--- src/rtl/branch_resolve_pkg.sv ---
// rtl/branch_resolve_pkg.sv - shared funct3 codes and FSM state type for branch resolution
package riscv_br_pkg;

  localparam int XLEN = 32;

  localparam logic [2:0] F3_BEQ  = 3'b000;
  localparam logic [2:0] F3_BNE  = 3'b001;
  localparam logic [2:0] F3_RSV2 = 3'b010;
  localparam logic [2:0] F3_RSV3 = 3'b011;
  localparam logic [2:0] F3_BLT  = 3'b100;
  localparam logic [2:0] F3_BGE  = 3'b101;
  localparam logic [2:0] F3_BLTU = 3'b110;
  localparam logic [2:0] F3_BGEU = 3'b111;

  typedef enum logic [1:0] {
    IDLE  = 2'd0,
    REDIR = 2'd1,
    FLUSH = 2'd2
  } br_state_t;

  function automatic logic word_aligned(input logic [XLEN-1:0] addr);
    return (addr[1:0] == 2'b00);
  endfunction

endpackage

--- src/rtl/branch_resolve_if.sv ---
// rtl/branch_resolve_if.sv - execute-side branch, comparator, redirect and status bundle
interface branch_resolve_if #(
  parameter int CNT_W = 32
);
  logic             br_valid;
  logic             br_ready;
  logic             br_is_jump;
  logic [2:0]       br_funct3;
  logic [31:0]      br_pc;
  logic [31:0]      br_imm;
  logic             c_s_un;
  logic             eq_flag;
  logic             lt_flag;
  logic             redirect_valid;
  logic             redirect_ready;
  logic [31:0]      redirect_pc;
  logic             flush;
  logic             misalign;
  logic             illegal;
  logic [CNT_W-1:0] br_count;
  logic [CNT_W-1:0] taken_count;

  // master is the resolve unit; slave is the surrounding pipeline/fetch/comparator
  modport master (
    input  br_valid, br_is_jump, br_funct3, br_pc, br_imm, eq_flag, lt_flag, redirect_ready,
    output br_ready, c_s_un, redirect_valid, redirect_pc, flush, misalign, illegal,
           br_count, taken_count
  );

  modport slave (
    output br_valid, br_is_jump, br_funct3, br_pc, br_imm, eq_flag, lt_flag, redirect_ready,
    input  br_ready, c_s_un, redirect_valid, redirect_pc, flush, misalign, illegal,
           br_count, taken_count
  );
endinterface

--- src/rtl/branch_resolve_cond.sv ---
// rtl/branch_resolve_cond.sv - maps condition code and comparator flags to taken/illegal
import riscv_br_pkg::*;

module branch_cond (
  input  logic [2:0] i_funct3,
  input  logic       i_is_jump,
  input  logic       i_eq,
  input  logic       i_lt,
  output logic       o_taken,
  output logic       o_illegal
);

  always_comb begin
    o_taken   = 1'b0;
    o_illegal = 1'b0;
    if (i_is_jump) begin
      o_taken = 1'b1;
    end else begin
      case (i_funct3)
        F3_BEQ:           o_taken = i_eq;
        F3_BNE:           o_taken = ~i_eq;
        F3_BLT, F3_BLTU:  o_taken = i_lt;
        F3_BGE, F3_BGEU:  o_taken = ~i_lt;
        default:          o_illegal = 1'b1;
      endcase
    end
  end

endmodule

--- src/rtl/branch_resolve.sv ---
// rtl/branch_resolve.sv - branch resolution FSM, target adder, flush counter and perf counters
import riscv_br_pkg::*;

module branch_resolve #(
  parameter int FLUSH_CYCLES = 2,
  parameter int CNT_W        = 32
) (
  input  logic            clk,
  input  logic            rst,
  branch_resolve_if.master bus
);

  localparam int FC_W = (FLUSH_CYCLES < 2) ? 1 : $clog2(FLUSH_CYCLES + 1);

  br_state_t        r_state;
  logic             r_br_ready;
  logic             r_redirect_valid;
  logic             r_flush;
  logic             r_misalign;
  logic             r_illegal;
  logic [31:0]      r_redirect_pc;
  logic [FC_W-1:0]  r_flush_cnt;
  logic [CNT_W-1:0] r_br_count;
  logic [CNT_W-1:0] r_taken_count;

  logic             w_taken;
  logic             w_illegal;
  logic             w_accept;
  logic             w_handshake;
  logic             w_aligned;
  logic [31:0]      w_target;

  branch_cond u_cond (
    .i_funct3  (bus.br_funct3),
    .i_is_jump (bus.br_is_jump),
    .i_eq      (bus.eq_flag),
    .i_lt      (bus.lt_flag),
    .o_taken   (w_taken),
    .o_illegal (w_illegal)
  );

  // Comparator mode must follow funct3 in the same cycle, so this stays combinational
  assign bus.c_s_un = bus.br_funct3[1];

  assign w_target    = bus.br_pc + bus.br_imm;
  assign w_aligned   = word_aligned(w_target);
  assign w_accept    = bus.br_valid & r_br_ready;
  assign w_handshake = r_redirect_valid & bus.redirect_ready;

  always_ff @(posedge clk or posedge rst) begin
    if (rst) begin
      r_state          <= IDLE;
      r_br_ready       <= 1'b1;
      r_redirect_valid <= 1'b0;
      r_redirect_pc    <= '0;
      r_flush          <= 1'b0;
      r_flush_cnt      <= '0;
      r_misalign       <= 1'b0;
      r_illegal        <= 1'b0;
    end else begin
      r_misalign <= w_accept & w_taken & ~w_aligned;
      r_illegal  <= w_accept & w_illegal;
      case (r_state)
        IDLE: begin
          if (w_accept && w_taken && w_aligned) begin
            r_state          <= REDIR;
            r_redirect_pc    <= w_target;
            r_redirect_valid <= 1'b1;
            r_br_ready       <= 1'b0;
          end
        end
        REDIR: begin
          if (bus.redirect_ready) begin
            r_redirect_valid <= 1'b0;
            if (FLUSH_CYCLES == 0) begin
              r_state    <= IDLE;
              r_br_ready <= 1'b1;
            end else begin
              r_state     <= FLUSH;
              r_flush     <= 1'b1;
              r_flush_cnt <= FC_W'(FLUSH_CYCLES);
            end
          end
        end
        FLUSH: begin
          if (r_flush_cnt == FC_W'(1)) begin
            r_state    <= IDLE;
            r_flush    <= 1'b0;
            r_br_ready <= 1'b1;
          end else begin
            r_flush_cnt <= r_flush_cnt - 1'b1;
          end
        end
        default: begin
          r_state          <= IDLE;
          r_br_ready       <= 1'b1;
          r_redirect_valid <= 1'b0;
          r_flush          <= 1'b0;
        end
      endcase
    end
  end

  always_ff @(posedge clk or posedge rst) begin
    if (rst) begin
      r_br_count    <= '0;
      r_taken_count <= '0;
    end else begin
      if (w_accept) begin
        r_br_count <= r_br_count + 1'b1;
      end
      if (w_handshake) begin
        r_taken_count <= r_taken_count + 1'b1;
      end
    end
  end

  assign bus.br_ready       = r_br_ready;
  assign bus.redirect_valid = r_redirect_valid;
  assign bus.redirect_pc    = r_redirect_pc;
  assign bus.flush          = r_flush;
  assign bus.misalign       = r_misalign;
  assign bus.illegal        = r_illegal;
  assign bus.br_count       = r_br_count;
  assign bus.taken_count    = r_taken_count;

endmodule
--- src/flat_wrapper.sv ---
// flat-port wrapper written by rule: the top's interface ports become plain ports
module branch_resolve_flat 
#(
  parameter int FLUSH_CYCLES = 2,
  parameter int CNT_W        = 32
)
  (clk, rst, bus_br_valid, bus_br_is_jump, bus_br_funct3, bus_br_pc, bus_br_imm, bus_eq_flag, bus_lt_flag, bus_redirect_ready, bus_br_ready, bus_c_s_un, bus_redirect_valid, bus_redirect_pc, bus_flush, bus_misalign, bus_illegal, bus_br_count, bus_taken_count);
  branch_resolve_if #(.CNT_W(CNT_W)) bus_i ();
  input  logic clk;
  input  logic rst;
  input wire logic [$bits(bus_i.br_valid)-1:0] bus_br_valid;
  input wire logic [$bits(bus_i.br_is_jump)-1:0] bus_br_is_jump;
  input wire logic [$bits(bus_i.br_funct3)-1:0] bus_br_funct3;
  input wire logic [$bits(bus_i.br_pc)-1:0] bus_br_pc;
  input wire logic [$bits(bus_i.br_imm)-1:0] bus_br_imm;
  input wire logic [$bits(bus_i.eq_flag)-1:0] bus_eq_flag;
  input wire logic [$bits(bus_i.lt_flag)-1:0] bus_lt_flag;
  input wire logic [$bits(bus_i.redirect_ready)-1:0] bus_redirect_ready;
  output wire logic [$bits(bus_i.br_ready)-1:0] bus_br_ready;
  output wire logic [$bits(bus_i.c_s_un)-1:0] bus_c_s_un;
  output wire logic [$bits(bus_i.redirect_valid)-1:0] bus_redirect_valid;
  output wire logic [$bits(bus_i.redirect_pc)-1:0] bus_redirect_pc;
  output wire logic [$bits(bus_i.flush)-1:0] bus_flush;
  output wire logic [$bits(bus_i.misalign)-1:0] bus_misalign;
  output wire logic [$bits(bus_i.illegal)-1:0] bus_illegal;
  output wire logic [$bits(bus_i.br_count)-1:0] bus_br_count;
  output wire logic [$bits(bus_i.taken_count)-1:0] bus_taken_count;
  assign bus_i.br_valid = bus_br_valid;
  assign bus_i.br_is_jump = bus_br_is_jump;
  assign bus_i.br_funct3 = bus_br_funct3;
  assign bus_i.br_pc = bus_br_pc;
  assign bus_i.br_imm = bus_br_imm;
  assign bus_i.eq_flag = bus_eq_flag;
  assign bus_i.lt_flag = bus_lt_flag;
  assign bus_i.redirect_ready = bus_redirect_ready;
  assign bus_br_ready = bus_i.br_ready;
  assign bus_c_s_un = bus_i.c_s_un;
  assign bus_redirect_valid = bus_i.redirect_valid;
  assign bus_redirect_pc = bus_i.redirect_pc;
  assign bus_flush = bus_i.flush;
  assign bus_misalign = bus_i.misalign;
  assign bus_illegal = bus_i.illegal;
  assign bus_br_count = bus_i.br_count;
  assign bus_taken_count = bus_i.taken_count;
  branch_resolve #(.FLUSH_CYCLES(FLUSH_CYCLES), .CNT_W(CNT_W)) u_core (.clk(clk), .rst(rst), .bus(bus_i));
endmodule
--- config.mk ---
export PLATFORM = sky130hd
export DESIGN_NAME = branch_resolve_flat
export DESIGN_NICKNAME = d
export VERILOG_FILES = /design/src/rtl/branch_resolve_pkg.sv /design/src/rtl/branch_resolve_if.sv /design/src/rtl/branch_resolve_cond.sv /design/src/rtl/branch_resolve.sv /design/src/flat_wrapper.sv
export SDC_FILE = /design/constraint.sdc
export NUM_CORES = 1
export LEC_CHECK = 0
export BUFFER_PORTS_ARGS = -buffer_cell sky130_fd_sc_hd__buf_2
export CORE_UTILIZATION = 57
export DETAILED_ROUTE_END_ITERATION = 6
export GPL_ROUTABILITY_DRIVEN = 0
export PLACE_DENSITY = 0.94
export SYNTH_ARGS = -nofsm -noshare
export SYNTH_HDL_FRONTEND = slang
export SYNTH_HIERARCHICAL = 1
export SYNTH_SLANG_ARGS = --single-unit
--- constraint.sdc ---
create_clock -name clk -period 5.5 [get_ports clk]
set_input_delay 0.275 -clock clk [delete_from_list [all_inputs] [get_ports clk]]
set_output_delay 0.275 -clock clk [all_outputs]
set_load 0.05 [all_outputs]
==> metrics, run 1 <==
outcome complete, no violations; FMAX about 360 MHz; Top Layer Used met4; final worst slack 2.69 ns; die outline area between 0.01 and 0.015 sq mm; post-synthesis mux area share 0.00702; crit path time final 2.81 ns; clock root buffer master clkbuf_8; Util after Layout 0.699; Pwr Total around 2.5 mW; Clk pin slew, worst setup/hold paths 0.10 ns; Final ANT Viol Nets 0; max cap viols 0; crit start category primary input; register area share after synthesis 0.434; Hold Crit Class primary input to register; DIE WIDTH 105 um; CTS max path bufs 2; Compound-Gate Fraction of Synth Area 0.152; average wire per standard cell 15.3 um; wire length on met3 940 um; synthesized instance count 636; Vias roughly 5400; post-synthesis cell area 0.00606 sq mm; Design Area, Final 0.00722 sq mm; VDD IR max 0.000311 V; worst-path fanout max between 60 and 70; CTS hold repair buffers 1; DRT iter0 DRCs 299; Setup Slack @ Placement around 2.3 ns; Detailed Routing Iterations Pass 1 5; Fillers 776; wl on met1 6.09 mm; clock skew 0.0153 ns; final hold slack 0.216 ns; Synthesized Nets roughly 750; global router's overall resource usage 0.265; Std-Cell Rows 37; Slew headroom 0.281; Sum Neg Setup Slack 0 ns; Fin. Hold Viols 0; Initial Util 0.587; worst-margin pin slew 1.08 ns; DRC 0; IO Pins between 150 and 200; vias in the first global route 5153; layout cell share with drive strength beyond 1 0.254; distinct cell type count after synthesis 63; CORE AREA 0.0103 sq mm; Synth Area in Adders 0.0735; Inst Count DP 927; Post-Synth XOR/XNOR Area 0.118; RSZ-0062 raised after global routing false; Avg Cell Area, Syn ~9.5 sq um; CTS sink cnt around 110; H-Tree Depth 3; Detailed Place HPWL 11.1 mm; vias per cell 5.76; GR Overflow Total 0; setup bufs post-CTS 0; input/output buffers 175; CTS tree done; Final Cycle Share 0.510; Max Transition Viols Final 0; cts bufs inserted 9; CP required 5.79 ns; Lkg Pwr approximately 3.8 nW; Main synth FF type dfrtp_1; Non-Filler Instances 945; worst skew pair latency 0.36 ns; FF+latch count, synth around 110; Met2 Wirelength 7.20 mm; final setup vio count 0; CP Data Arrival Time 3.10 ns; CP endpoint kind register; number of synthesis warnings 6; Final nets about 900; critical path class primary input to register; post-cts resize count 0; share of flip-flops with an asynchronous set or reset 1.00; main combinational cell family by area after synthesis simple AND/OR/NAND/NOR gates; Routed WL 14.5 mm; initial antenna violation count 1; pwr/cell area around 350 mW/mm^2; EDFF count, synth 0; first-pass GRT wire length 23.7 mm; simple-gate area share of the yosys netlist 0.187; chip height 105 um; area growth from synthesis to layout 19.1%; pin count of the biggest net entering global routing 69; cell area after placement about 0.007 sq mm
-- logic make-up (layout without fill, tap and decap cells) --
logic type,after synthesis,after routing
adder cells (fa/ha/maj),35,35
flip-flops,105,105
AND/OR/NAND/NOR,229,229
XOR/XNOR,82,82
buffers and inverters,41,213
other,0,1
multiplexers,4,4
AO/OA/AOI/OAI,140,140
-- area by class of cell --
cell class | count | area (sq um) | area share
antenna | 1 | 2.50 | 0.000347
clock buffer | 10 | 128 | 0.0177
clock inverter | 6 | 55.1 | 0.00763
inverter | 20 | 77.6 | 0.0108
multi-input combinational | 490 | 3260 | 0.452
sequential | 105 | 2630 | 0.364
tap | 136 | 170 | 0.0236
timing repair buffer | 177 | 893 | 0.124
-- cell usage after synthesis (13+ instances only) --
cell | n | area, sq um
nand3_1 | 35 | 175
xor2_1 | 29 | 254
nand4_1 | 19 | 119
dfrtp_1 | 104 | 2600
o21ai_0 | 33 | 165
xnor2_1 | 53 | 464
a21o_1 | 18 | 135
ha_1 | 34 | 425
nand2_1 | 72 | 270
a21oi_1 | 32 | 160
and3_1 | 18 | 113
inv_1 | 20 | 75.1
nor3_1 | 13 | 65.1
nor2_1 | 40 | 150
-- routing by layer --
| metal | vias up | GRT usage |
|---|---|---|
| li1 | 2610 | - |
| met1 | 2563 | 0.334 |
| met2 | 249 | 0.474 |
| met3 | 20 | 0.0449 |
| met4 | 0 | 0.0624 |
| met5 | - | 0 |
-- critical path, cell delays in order --
cell     delay [ns]
buf_2          0.10
ha_1           0.25
fa_1           0.47
or4_4          0.56
or2_2          0.68
or4_1          0.64
nand3_1        0.09
-- path summary, 6_finish.rpt --
path                                                      from                                      to  slack, ns  depth (start not counted)
setup / recovery                                  bus_br_pc[0]  u_core/bus.redirect_pc[30]$_DFFE_PP0P_       2.69                          7
max in group asynchronous                                  rst  u_core/bus.taken_count[28]$_DFFE_PP0P_       3.83                          4
setup reg to reg               u_core/bus.br_ready$_DFFE_PP1P_  u_core/bus.redirect_pc[30]$_DFFE_PP0P_       2.81                          5
min in group asynchronous                                  rst   u_core/bus.redirect_pc[8]$_DFFE_PP0P_       0.54                          3
hold / removal                                    bus_br_valid           u_core/bus.misalign$_DFF_PP0_       0.22                          3
hold reg to reg            u_core/bus.br_count[31]$_DFFE_PP0P_     u_core/bus.br_count[31]$_DFFE_PP0P_       0.49                          1
-- sequential cells by signal (all words and copies together), names as in the netlist --
signal and cells:
u_core/bus.br_count 32, u_core/bus.redirect_pc 32, u_core/bus.taken_count 32, u_core/r_flush_cnt 2, u_core/r_state 2, u_core/bus.br_ready 1, u_core/bus.flush 1, u_core/bus.illegal 1
u_core/bus.misalign 1, u_core/bus.redirect_valid 1
-- where the power goes --
group | internal (mW) | switching, mW
Clock | 0.176 | 0.280
Combinational | 0.279 | 0.765
Sequential | 0.912 | 0.115
-- placed cells by master, fill, tap and decap left out, types with 5 or more instances in the layout --
master | synthesis | final
clkbuf_8 | 0 | 9
a211oi_1 | 6 | 6
o31ai_1 | 6 | 6
o21bai_1 | 5 | 5
and4_1 | 5 | 5
dfrtp_1 | 104 | 104
nor2_1 | 40 | 40
and2_1 | 7 | 7
xor2_1 | 29 | 29
nor3_1 | 13 | 13
and3_1 | 18 | 18
o21ai_0 | 33 | 33
a21o_1 | 18 | 18
nand4_1 | 19 | 19
nand3_1 | 35 | 35
buf_2 | 5 | 175
a21oi_1 | 32 | 32
xnor2_1 | 53 | 53
inv_1 | 20 | 19
nand2_1 | 72 | 72
o21a_1 | 8 | 8
ha_1 | 34 | 34
No activity file was read; power rests on OpenSTA's default activity.
==> run 2, diff against run 1 <==
--- a/config.mk
+++ b/config.mk
@@ -6,10 +6,10 @@
 export NUM_CORES = 1
 export LEC_CHECK = 0
 export BUFFER_PORTS_ARGS = -buffer_cell sky130_fd_sc_hd__buf_2
-export CORE_UTILIZATION = 57
+export CORE_UTILIZATION = 48
 export DETAILED_ROUTE_END_ITERATION = 6
 export GPL_ROUTABILITY_DRIVEN = 0
-export PLACE_DENSITY = 0.94
+export PLACE_DENSITY = 0.85
 export SYNTH_ARGS = -nofsm -noshare
 export SYNTH_HDL_FRONTEND = slang
 export SYNTH_HIERARCHICAL = 1
==> constraint.sdc (replaced) <==
create_clock -name clk -period 2.4 [get_ports clk]
set_input_delay 0.12 -clock clk [delete_from_list [all_inputs] [get_ports clk]]
set_output_delay 0.12 -clock clk [all_outputs]
set_load 0.05 [all_outputs]
==> run 2 against run 1 <==
  * Sequential cell count is the same
  * Hold slack got worse by 0.17 ns
  * Via count hardly changed
  * Final area grew 6.0%
  * Sequential share of layout area is 2.1 points lower
  * Sequential power grew 130%
  * Critical path depth down 1
  * Global-route usage decreased by 3.8 points
  * Clock power grew to 3.2 times the previous value
  * Clock-buffer cell count down 1
  * Clock skew is 0.0019 ns lower
  * Register-to-register slack worse by 2.6 ns
  * Largest cell class unchanged
==> metrics, run 2 (synthesized netlist as in run 1, its figures left out) <==
outcome complete, no violations; CP required 2.63 ns (-3.16 ns); Std-Cell Rows 40 (+8.1%); layout cell share with drive strength beyond 1 0.287 (+0.0330); Comb pwr share 0.390 (-0.023); CP endpoint kind register; register area 0.00263 sq mm (unchanged); DRT iter0 DRCs 298 (-0.33%); final worst slack 0.212 ns (-2.48 ns); IO Pins 176 (unchanged); cts bufs inserted 9 (unchanged); vias in the first global route 5131 (-0.43%); Hold Path Sink u_core/bus.misalign$_DFF_PP0_; CP Data Arrival Time 2.42 ns (-0.68 ns); CTS sink cnt 105 (unchanged); vias per cell 5.37 (-6.7%); RR Startpoint u_core/bus.br_ready$_DFFE_PP1P_; Initial Util 0.498 (-0.0887); die outline area 0.0131 sq mm (+18%); clock root buffer master clkbuf_16; Detailed Place HPWL 11.1 mm (-0.50%); CTS max path bufs 2 (unchanged); Final Cycle Share 0.912; FF-to-FF End u_core/bus.redirect_pc[28]$_DFFE_PP0P_; first-pass GRT wire length 23.7 mm (unchanged); R2R setup slack 0.21 ns (-2.60 ns); crit path time final 2.19 ns; GR Overflow Total 0 (unchanged); VDD IR max 0.000726 V (+130%); hold path cells 3 (unchanged); average wire per standard cell 14.2 um (-7.5%); area growth from synthesis to layout 26.2%; RSZ-0062 raised after global routing false; DIE WIDTH 114 um (+8.8%); multi-input logic area 0.00326 sq mm (unchanged); CORE AREA 0.0122 sq mm (+18%); setup bufs post-CTS 0 (unchanged); worst hold start bus_br_valid; Fillers 1025 (+32%); diode count 0 (-1); pin count of the biggest net entering global routing 106 (+54%); Fin. Hold Viols 0 (unchanged); Internal 3.51 mW (+160%); global router's overall resource usage 0.227 (-0.0377); pwr/cell area 819 mW/mm^2 (+130%); clock skew 0.0134 ns (-0.00185 ns); Final ANT Viol Nets 0 (unchanged); Hold Crit Class primary input to register; Lkg Pwr 3.98 nW (+5.7%); Pwr Total 6.26 mW (+150%); Vias 5437 (-0.092%); Worst Reg-to-Reg Cells 6 (+1); worst skew pair latency 0.35 ns (about the same); Setup Slack @ Placement -0.169 ns (-2.52 ns); leading cell types in the layout, fill and taps excluded buf_2 (175), dfrtp_1 (104), nand2_1 (72), xnor2_1 (53), nor2_1 (40); Util after Layout 0.629 (-0.0698); Detailed Routing Iterations Pass 1 4 (-1); Slew headroom 0.638 (+0.357); worst-path fanout max 15 (-78%); Sum Neg Setup Slack 0 ns (unchanged); FMAX 457 MHz; Max Transition Viols Final 0 (unchanged); final hold slack 0.0464 ns (-0.170 ns); initial antenna violation count 0 (-1); Clk pwr share 0.234 (+0.054); crit start category register; chip height 114 um (+8.8%); H-Tree Depth 3 (unchanged); DRC 0 (unchanged); Clk pin slew, worst setup/hold paths 0.08 ns (-0.02 ns); Switching Fraction 0.440 (-0.0187); worst-margin pin slew 0.543 ns (-0.536 ns); max cap viols 0 (unchanged); CTS tree done; Final nets 948 (+3.9%); sequential share of power 0.376 (-0.030); final setup vio count 0 (unchanged); critical path class register to register; most common cell after layout, fill and taps aside buf_2; input/output buffers 175 (unchanged); Psw 2.76 mW (+140%); Routed WL 14.3 mm (-0.91%)
[run 2: worst max path at each step]
stage	from	end	slack [ns]	depth (start not counted)
2_1_floorplan	bus_br_pc[0]	u_core/bus.redirect_pc[26]$_DFFE_PP0P_	0.12	7
3_3_place_gp	bus_br_pc[0]	u_core/bus.redirect_pc[28]$_DFFE_PP0P_	-0.13	8
3_5_place_dp	bus_br_pc[0]	u_core/bus.redirect_pc[28]$_DFFE_PP0P_	-0.17	8
4_1_cts	u_core/bus.br_ready$_DFFE_PP1P_	u_core/bus.redirect_pc[28]$_DFFE_PP0P_	0.21	6
5_1_grt	u_core/bus.br_ready$_DFFE_PP1P_	u_core/bus.br_count[25]$_DFFE_PP0P_	0.03	7
6_report	u_core/bus.br_ready$_DFFE_PP1P_	u_core/bus.redirect_pc[28]$_DFFE_PP0P_	0.21	6
[run 2: power groups by stage]
stage	Clock (mW)	Combinational [mW]	Sequential (mW)
global route	1.57	2.62	2.39
global placement	0	2.41	2.38
detailed placement	0	2.45	2.37
CTS	1.50	2.45	2.35
floorplan	0	0.727	3.42
finish	1.47	2.44	2.35
[run 2: per-layer routing]
layer / track usage / share of wire / up-vias
met3: 0.0519 / 0.065 / 14
met4: 0.0623 / 0.011 / 0
met2: 0.382 / 0.47 / 175
met1: 0.294 / 0.45 / 2568
met5: 0 / 0 / -
li1: - / - / 2680
[run 2: timing repair]
| item | CTS | global route |
|---|---|---|
| endpoints found under the hold margin | 104 | 0 |
| hold buffers | 1 | 0 |
| gates resized for setup | 0 | 0 |
| setup endpoints to repair | 0 | 0 |
[run 2: area by class of cell]
type / instances / area share
multi-input combinational: 490 / 0.426
sequential: 105 / 0.344
timing repair buffer: 213 / 0.154
clock buffer: 9 / 0.0294
tap: 168 / 0.0275
inverter: 20 / 0.0103
clock inverter: 7 / 0.00932
[run 2: worst max-delay path, cell delays in order (launching register included)]
cell and delay (ns):
dfstp_2 0.60, nand3_2 0.09, or4_4 0.42, or2_2 0.38
buf_4 0.22, a211oi_1 0.24, o211ai_1 0.11
[run 2: through the flow]
step	cells	cell area, sq um
floorplan	636	6060
global placement	995	7340
detailed placement	995	7340
CTS	1012	7650
global route	1012	7650
finish	1012	7650
